**src/rtl/pc_sequencer.sv**
```systemverilog
// Program-flow controller: owns the program counter, sequences fetch/execute,
// and resolves the next pc from the decoder's branch command via a small return stack.
module pc_sequencer #(
  parameter int unsigned ADDR_W      = 20,
  parameter logic [ADDR_W-1:0] RESET_PC = '0,
  parameter int unsigned STACK_DEPTH = 4
) (
  input  logic              clk,
  input  logic              rst_n,
  input  logic              run,
  output logic              fetch_req,
  output logic [ADDR_W-1:0] fetch_addr,
  input  logic              fetch_ack,
  input  logic              br_valid,
  input  logic [2:0]        br_op,
  input  logic [ADDR_W-1:0] br_target,
  input  logic              sign_flag,
  input  logic              zero_flag,
  output logic [ADDR_W-1:0] pc,
  output logic              taken,
  output logic              halted,
  output logic              stack_ovf,
  output logic              stack_unf
);

  localparam int unsigned PTR_W = $clog2(STACK_DEPTH);
  localparam int unsigned CNT_W = PTR_W + 1;

  localparam logic [2:0] OP_JMP  = 3'b001;
  localparam logic [2:0] OP_JMPS = 3'b010;
  localparam logic [2:0] OP_JMPZ = 3'b011;
  localparam logic [2:0] OP_CALL = 3'b100;
  localparam logic [2:0] OP_RET  = 3'b101;
  localparam logic [2:0] OP_HALT = 3'b110;

  typedef enum logic [1:0] {
    ST_IDLE   = 2'd0,
    ST_FETCH  = 2'd1,
    ST_EXEC   = 2'd2,
    ST_HALTED = 2'd3
  } state_t;

  state_t            state_reg, state_next;
  logic [ADDR_W-1:0] pc_reg, pc_next;
  logic [CNT_W-1:0]  cnt_reg, cnt_next;
  logic              taken_reg, taken_next;
  logic              ovf_reg, ovf_next;
  logic              unf_reg, unf_next;
  logic              push_en;
  logic              jump;

  logic [ADDR_W-1:0] stack_mem [STACK_DEPTH];
  logic [ADDR_W-1:0] seq_pc;
  logic [CNT_W-1:0]  cnt_dec;
  logic [PTR_W-1:0]  top_idx;
  logic              stack_full;
  logic              stack_empty;

  assign seq_pc      = pc_reg + ADDR_W'(1);
  assign cnt_dec     = cnt_reg - CNT_W'(1);
  assign top_idx     = cnt_dec[PTR_W-1:0];
  assign stack_full  = (cnt_reg == CNT_W'(STACK_DEPTH));
  assign stack_empty = (cnt_reg == '0);

  // Stack contents are never cleared; only the count decides what is live.
  always_ff @(posedge clk) begin
    if (push_en) begin
      stack_mem[cnt_reg[PTR_W-1:0]] <= seq_pc;
    end
  end

  always_ff @(posedge clk or negedge rst_n) begin
    if (!rst_n) begin
      state_reg <= ST_IDLE;
      pc_reg    <= RESET_PC;
      cnt_reg   <= '0;
      taken_reg <= 1'b0;
      ovf_reg   <= 1'b0;
      unf_reg   <= 1'b0;
    end else begin
      state_reg <= state_next;
      pc_reg    <= pc_next;
      cnt_reg   <= cnt_next;
      taken_reg <= taken_next;
      ovf_reg   <= ovf_next;
      unf_reg   <= unf_next;
    end
  end

  always_comb begin
    state_next = state_reg;
    pc_next    = pc_reg;
    cnt_next   = cnt_reg;
    taken_next = 1'b0;
    ovf_next   = ovf_reg;
    unf_next   = unf_reg;
    push_en    = 1'b0;
    jump       = 1'b0;
    case (state_reg)
      ST_IDLE: begin
        if (run) state_next = ST_FETCH;
      end
      ST_FETCH: begin
        if (fetch_ack) state_next = ST_EXEC;
      end
      ST_EXEC: begin
        state_next = run ? ST_FETCH : ST_IDLE;
        pc_next    = seq_pc;
        if (br_valid) begin
          case (br_op)
            OP_JMP: begin
              pc_next = br_target;
              jump    = 1'b1;
            end
            OP_JMPS: begin
              if (sign_flag) begin
                pc_next = br_target;
                jump    = 1'b1;
              end
            end
            OP_JMPZ: begin
              if (zero_flag) begin
                pc_next = br_target;
                jump    = 1'b1;
              end
            end
            OP_CALL: begin
              // A call on a full stack still jumps; the return address is lost.
              pc_next = br_target;
              jump    = 1'b1;
              if (stack_full) begin
                ovf_next = 1'b1;
              end else begin
                push_en  = 1'b1;
                cnt_next = cnt_reg + CNT_W'(1);
              end
            end
            OP_RET: begin
              if (stack_empty) begin
                unf_next = 1'b1;
              end else begin
                pc_next  = stack_mem[top_idx];
                cnt_next = cnt_dec;
                jump     = 1'b1;
              end
            end
            OP_HALT: begin
              pc_next    = pc_reg;
              state_next = ST_HALTED;
            end
            default: ;
          endcase
        end
        taken_next = jump | (pc_next != seq_pc);
      end
      ST_HALTED: begin
        state_next = ST_HALTED;
      end
      default: state_next = ST_IDLE;
    endcase
  end

  assign fetch_req  = (state_reg == ST_FETCH);
  assign halted     = (state_reg == ST_HALTED);
  assign fetch_addr = pc_reg;
  assign pc         = pc_reg;
  assign taken      = taken_reg;
  assign stack_ovf  = ovf_reg;
  assign stack_unf  = unf_reg;

endmodule

```
**config.mk**
```make
export PLATFORM = sky130hd
export DESIGN_NAME = pc_sequencer
export DESIGN_NICKNAME = d
export VERILOG_FILES = /design/src/rtl/pc_sequencer.sv
export SDC_FILE = /design/constraint.sdc
export NUM_CORES = 1
export LEC_CHECK = 0
export ABC_CLOCK_PERIOD_IN_PS = 3300
export CORE_UTILIZATION = 57
export CTS_BUF_LIST = sky130_fd_sc_hd__clkbuf_8
export DETAILED_ROUTE_END_ITERATION = 10
export PLACE_DENSITY = 0.82
export RECOVER_POWER = 100
export SLEW_MARGIN = 20
export SYNTH_ARGS = -nofsm -noshare
export SYNTH_HDL_FRONTEND = slang
export SYNTH_SLANG_ARGS = --single-unit
```
**constraint.sdc**
```tcl
create_clock -name clk -period 3.3 [get_ports clk]
set_input_delay 0.33 -clock clk [delete_from_list [all_inputs] [get_ports clk]]
set_output_delay 0.33 -clock clk [all_outputs]
set_load 0.03 [all_outputs]
```
-- Yosys cells after proc, flatten, opt, wreduce, memory -nomap -nowiden
Memory sizes are Yosys's and may differ from the RTL's.
Index checks and enable logic that the tools add are counted.
- memories: 1
- input port bits: 30
- RAM bits: 80
- bits in registers: 28
- bits in latches: 0
- ROM bits: 0
- logic and storage cells: 62
- memory list (name ; words ; width ; read ports ; clocked after Yosys merged registers in ; write ports ; RTL line ; source):
    stack_mem ; 4 ; 20 ; 1 ; 0 ; 1 ; 52 ; logic [ADDR_W-1:0] stack_mem [STACK_DEPTH];
- shifts and indexed selects: 0
- eq/ne operators: 15
- $lt $le $gt $ge: 0
- $mul: 0
- divide/modulo/power cells: 0
- add/sub/neg operators: 3
- multiplexer cells: 28
- bitwise operators: 1
- reduce and logical (&&, ||, !) cells: 8
- operator list (kind ; number):
    $mux 20 ; 5
    $pmux 20 s5 ; 1
    $add 20x1->20 const B ; 1
    $ne 20x20->1 ; 1
    $mux 1 ; 13
    $eq 3x3->1 const B ; 4
    $mux 2 ; 4
    $pmux 2 s4 ; 1
    $reduce_and 4->1 ; 2
    $eq 3x2->1 const B ; 2
    $mux 3 ; 2
    $ne 2x2->1 const B ; 3
    $pmux 3 s2 ; 1
    $reduce_and 5->1 ; 1
    $eq 2x2->1 const B ; 2
    $pmux 1 s4 ; 1
    $add 3x1->3 const B ; 1
    $eq 3x1->1 const B ; 1
    $logic_not 3->1 ; 1
    $sub 3x1->3 const B ; 1
    $eq 2x1->1 const B ; 1
    $logic_not 2->1 ; 1
    $ne 2x1->1 const B ; 1
    $reduce_and 2->1 ; 1
    other kinds (3) ; 3

-- Longest topological paths before layout
An unclocked memory read counts as a cell.
- word-level depth: 9
- mapped depth: 12
- mapped depth without buffers: 8

-- Worst setup path before layout
No wires, ideal clock.
- kind: register -> register
- start: register cnt_reg[0]
- end: register pc_reg[12], in the netlist fetch_addr[12]
- library setup time: 0.132 ns
- arrival time: 2.694 ns
- path buffers: 4
- clock period less this slack: 2.826 ns
- stages on the path, launching flop included: 10
- path slack: 0.474 ns
- path through: dfrtp_1 -> buf_2 -> buf_4 -> inv_1 -> ha_1 -> buf_2 -> clkbuf_1 -> mux4_2 -> a221oi_1 -> a21oi_1
- cells in the longest elaborated chain, start to end: 6
- ends and longest elaborated chain (element ; RTL line ; source):
    start: declaration ; 45 ; logic [CNT_W-1:0] cnt_reg, cnt_next;
    start signal: assignment ; 83 ; cnt_reg <= cnt_next;
    $sub 3x1->3 ; 60 ; assign cnt_dec = cnt_reg - CNT_W'(1);
    $mem_v2 4x20 ; - ;
    $mux 20 * ; 139 ; if (stack_empty) begin
    $pmux 20 s5 * ; 110 ; case (br_op)
    $mux 20 * ; 109 ; if (br_valid) begin
    $mux 20 * ; 99 ; case (state_reg)
    end signal: assignment ; 82 ; pc_reg <= pc_next;
    end: declaration ; 44 ; logic [ADDR_W-1:0] pc_reg, pc_next;
Mark *: on every way between the ends. The rest lies on a longest branch, timed or not. The select of a mux whose other input is x is not followed.
A chain may end at the register's enable or synchronous reset.

-- Final worst setup path
- start: register cnt_reg[1]
- end: register pc_reg[15], in the netlist fetch_addr[15]
The elaborated chain is that of the path after synthesis.

==> results.md <==
* Relative slew margins at -0.137
* Seq/Total Area, Yosys at 0.543
* Fin area at between 0.006 and 0.007 mm2
* Ys flop type: edfxtp_1
* Top achievable clock speed at 347 MHz
* Vias/cell at 6.41
* RSZ-0062 raised after global routing: no
* First-pass GRT wire length at 21.9 mm
* Worst Path Max Fanout at 13
* Worst-Skew Late Latency at 0.38 ns
* Die X at just over 100 um
* Detailed placement HPWL at between 9 and 10 mm
* Worst EP required at 3.58 ns
* Synthesis-to-finish area growth at 14.8%
* Number of gates resized after CTS at 0
* R2r setup slk at about 0.42 ns
* Number of distinct library cells after synthesis at 66
* Failing checks: max-capacitance violations, max-slew violations
* Cell breakdown of the critical path: inv_1, ha_1, clkbuf_1, mux4_2, a221o_1, a21o_1, a21oi_1, nor2_1
* Pre-antenna DRT Iters at 5
* Final min period at just under 3 ns
* Non-filler cells, final at 657
* Fin Clk Skew at about 0.015 ns
* Net Sw Frac at 0.426
* Largest register FFs at 80
* Data arrival time of the worst path at between 3 and 4 ns
* Max_cap viols at 1
* Yosys top cell area share at 0.421
* Clk root buf: clkbuf_8
* Vias in the first global route at between 4000 and 5000
* #FFs+latches synth at 108
* Die Y at just over 100 um
* # Post-CTS Setup Buffers at 0
* Synth async-reset ratio at 0.259
* DP Cell Count at about 640
* Ranking of synthesized cells by area: edfxtp_1, dfrtp_1, mux4_2
* P_sw at approximately 2200 uW
* Remaining DRCs at 0
* Die area at approximately 0.010 mm2
* CP Buf/Inv Count at 2
* Final Hold Viols at 0
* Slew @ Worst Pin at about 1.7 ns
* RD Place Congestion at roughly 0.9
* Post-Route WL at between 10 and 15 mm
* CTS Buf Count at 9
* 1st-iter DRT viols at between 300 and 400
* Final worst slack at 0.420 ns
* Per-cell routed wire length at ~21 um
* Mapped Cells at between 400 and 500
* Clock sink count at roughly 110
* Sequential Power Share at 0.397
* Initial Utilization at 0.587
* Avg Inst Size Synth at about 12 um2
* Setup CP Type: flip-flop to flip-flop
* GR Overflow Total at 0
* Fin util at 0.674
* Max Slew Vio Count at 29
* Final ANT Viol Nets at 0
* Post-Place Cell Area at ~0.0064 mm2
* Layout cells sized above 1 at 0.107
* H-tree Lvls at 3
* Fillers at approximately 730
* CTS tree: built
* CP endpoint kind: flip-flop
* Max IR drop VDD at 0.566 mV
* Largest net degree at the start of global routing at 29
* P_int at 3020 uW
* Total track usage at 0.284
* Setup TNS at 0 ns
* Logic gate share of total power at 0.451
* Rows at 36
* Maximum root-to-sink buffer count at 2
* Number of flops mapped to enable cells by yosys at 80
* Mapped cell area at 0.00571 mm2
* Outcome: finished, violations left
* Hold_buf cts at 0
* Cell taking the most area after synthesis: edfxtp_1
* Pleak at 0.00228 uW
* Element type at the critical path start: flip-flop
* Layout net count at 555
* CP max stage delay at ~0.63 ns
* Clock slew at reported path FFs at between 0.1 and 0.15 ns
* HP Class: flip-flop to flip-flop
* Final Cycle Share at 0.873
* Clock network power share at 0.152
* Number of antenna diodes at 0
* I/O Buffers at 74
* Slowest library cell on the worst path: clkbuf_1
* PwrDens at about 800 mW/mm2
* Antenna violations before repair at 0
* # IOs at 75
* Core ar. at ~0.0097 mm2
* Setup WS pre-CTS at ~0.5 ns
* Final setup fails at 0
* Ys Warns at 0
* Post-Syn Nets at roughly 510
* Vias at roughly 4200
* Top delay family on crit path: buffers and inverters
[worst register-to-register path: cells and delay by family (launching register included)]
| kind | cells | cell delay (ns) |
|---|---|---|
| and+or+nand+nor | 1 | 0.07 |
| muxes | 1 | 0.41 |
| DFF | 1 | 0.40 |
| adders and majority gates | 1 | 0.56 |
| buffers and inverters | 2 | 0.72 |
| AOI/OAI and AO/OA | 3 | 0.62 |
[synth_stat cells, types with 6 or more instances]
master,count
a221oi_1,7
dfrtp_1,28
buf_2,18
nand4_1,6
buf_4,22
nand2_1,32
o22ai_1,7
a221o_1,8
nand3_1,16
inv_1,8
clkbuf_1,7
xnor2_1,15
edfxtp_1,80
xor2_1,8
ha_1,6
nor2_1,35
mux4_2,20
nor3_1,11
a21oi_1,38
o21ai_0,15
[final cells by class]
class / instances / area, um2 / area share
clock buffer: 9 / 124 / 0.0189
inverter: 8 / 30.0 / 0.00458
tap: 133 / 166 / 0.0254
clock inverter: 7 / 67.6 / 0.0103
sequential: 108 / 3100 / 0.473
timing repair buffer: 87 / 816 / 0.124
multi-input combinational: 305 / 2250 / 0.343
[layer usage]
layer	track usage	routed length, um	vias up
li1	-	-	1884
met1	0.397	5980	2062
met2	0.446	6620	230
met3	0.0513	992	37
met4	0.108	342	0
met5	0	0	-
[logic make-up after synthesis]
logic type,count (synthesis),share of synthesized area
AOI/OAI and AO/OA,114,0.139
xor gates and xnor gates,23,0.0353
adders and majority gates,6,0.0131
buffers and inverters,60,0.0620
DFF,108,0.543
muxes,25,0.0881
and+or+nand+nor,137,0.119
[worst paths after layout]
path,start,to,cells after the start
max,cnt_reg[1]$_DFFE_PN0P_,fetch_addr[15]$_DFFE_PN0P_,8
min,stack_unf$_DFFE_PN0P_,stack_unf$_DFFE_PN0P_,1
max reg2reg,cnt_reg[1]$_DFFE_PN0P_,fetch_addr[15]$_DFFE_PN0P_,8
min reg2reg,stack_unf$_DFFE_PN0P_,stack_unf$_DFFE_PN0P_,1
max in group asynchronous,rst_n,fetch_addr[13]$_DFFE_PN0P_,2
min in group asynchronous,rst_n,cnt_reg[1]$_DFFE_PN0P_,2
[through the flow]
stage	power (uW)	hold WS, ns
after floorplan	3840	0.0344
after global placement	4510	0.454
after detailed placement	4580	0.455
after CTS	5370	0.349
after global routing	5530	0.510
final	5270	0.473
[placed cells by master, fill, tap and decap left out, drive strengths merged, types with 6 or more instances in the layout]
cell type,synthesis,final
a21oi,38,38
a221o,8,8
a221oi,7,7
and2,6,6
buf,44,6
clkbuf,8,16
clkdlybuf4s50,0,26
dfrtp,28,28
dlygate4sd3,0,48
edfxtp,80,80
ha,6,6
inv,8,12
mux4,20,20
nand2,32,32
nand3,17,17
nand4,6,6
nor2,35,35
nor3,11,11
o21ai,15,15
o22ai,7,7
xnor2,15,15
xor2,8,8
[power by group through the flow]
stage,registers [uW],logic (uW),clock network (uW)
final,2090,2380,798
after floorplan,2140,1700,0
after CTS,2090,2470,807
after global placement,2110,2400,0
after global routing,2130,2550,854
after detailed placement,2120,2460,0
(Power assumes the default switching activity.)
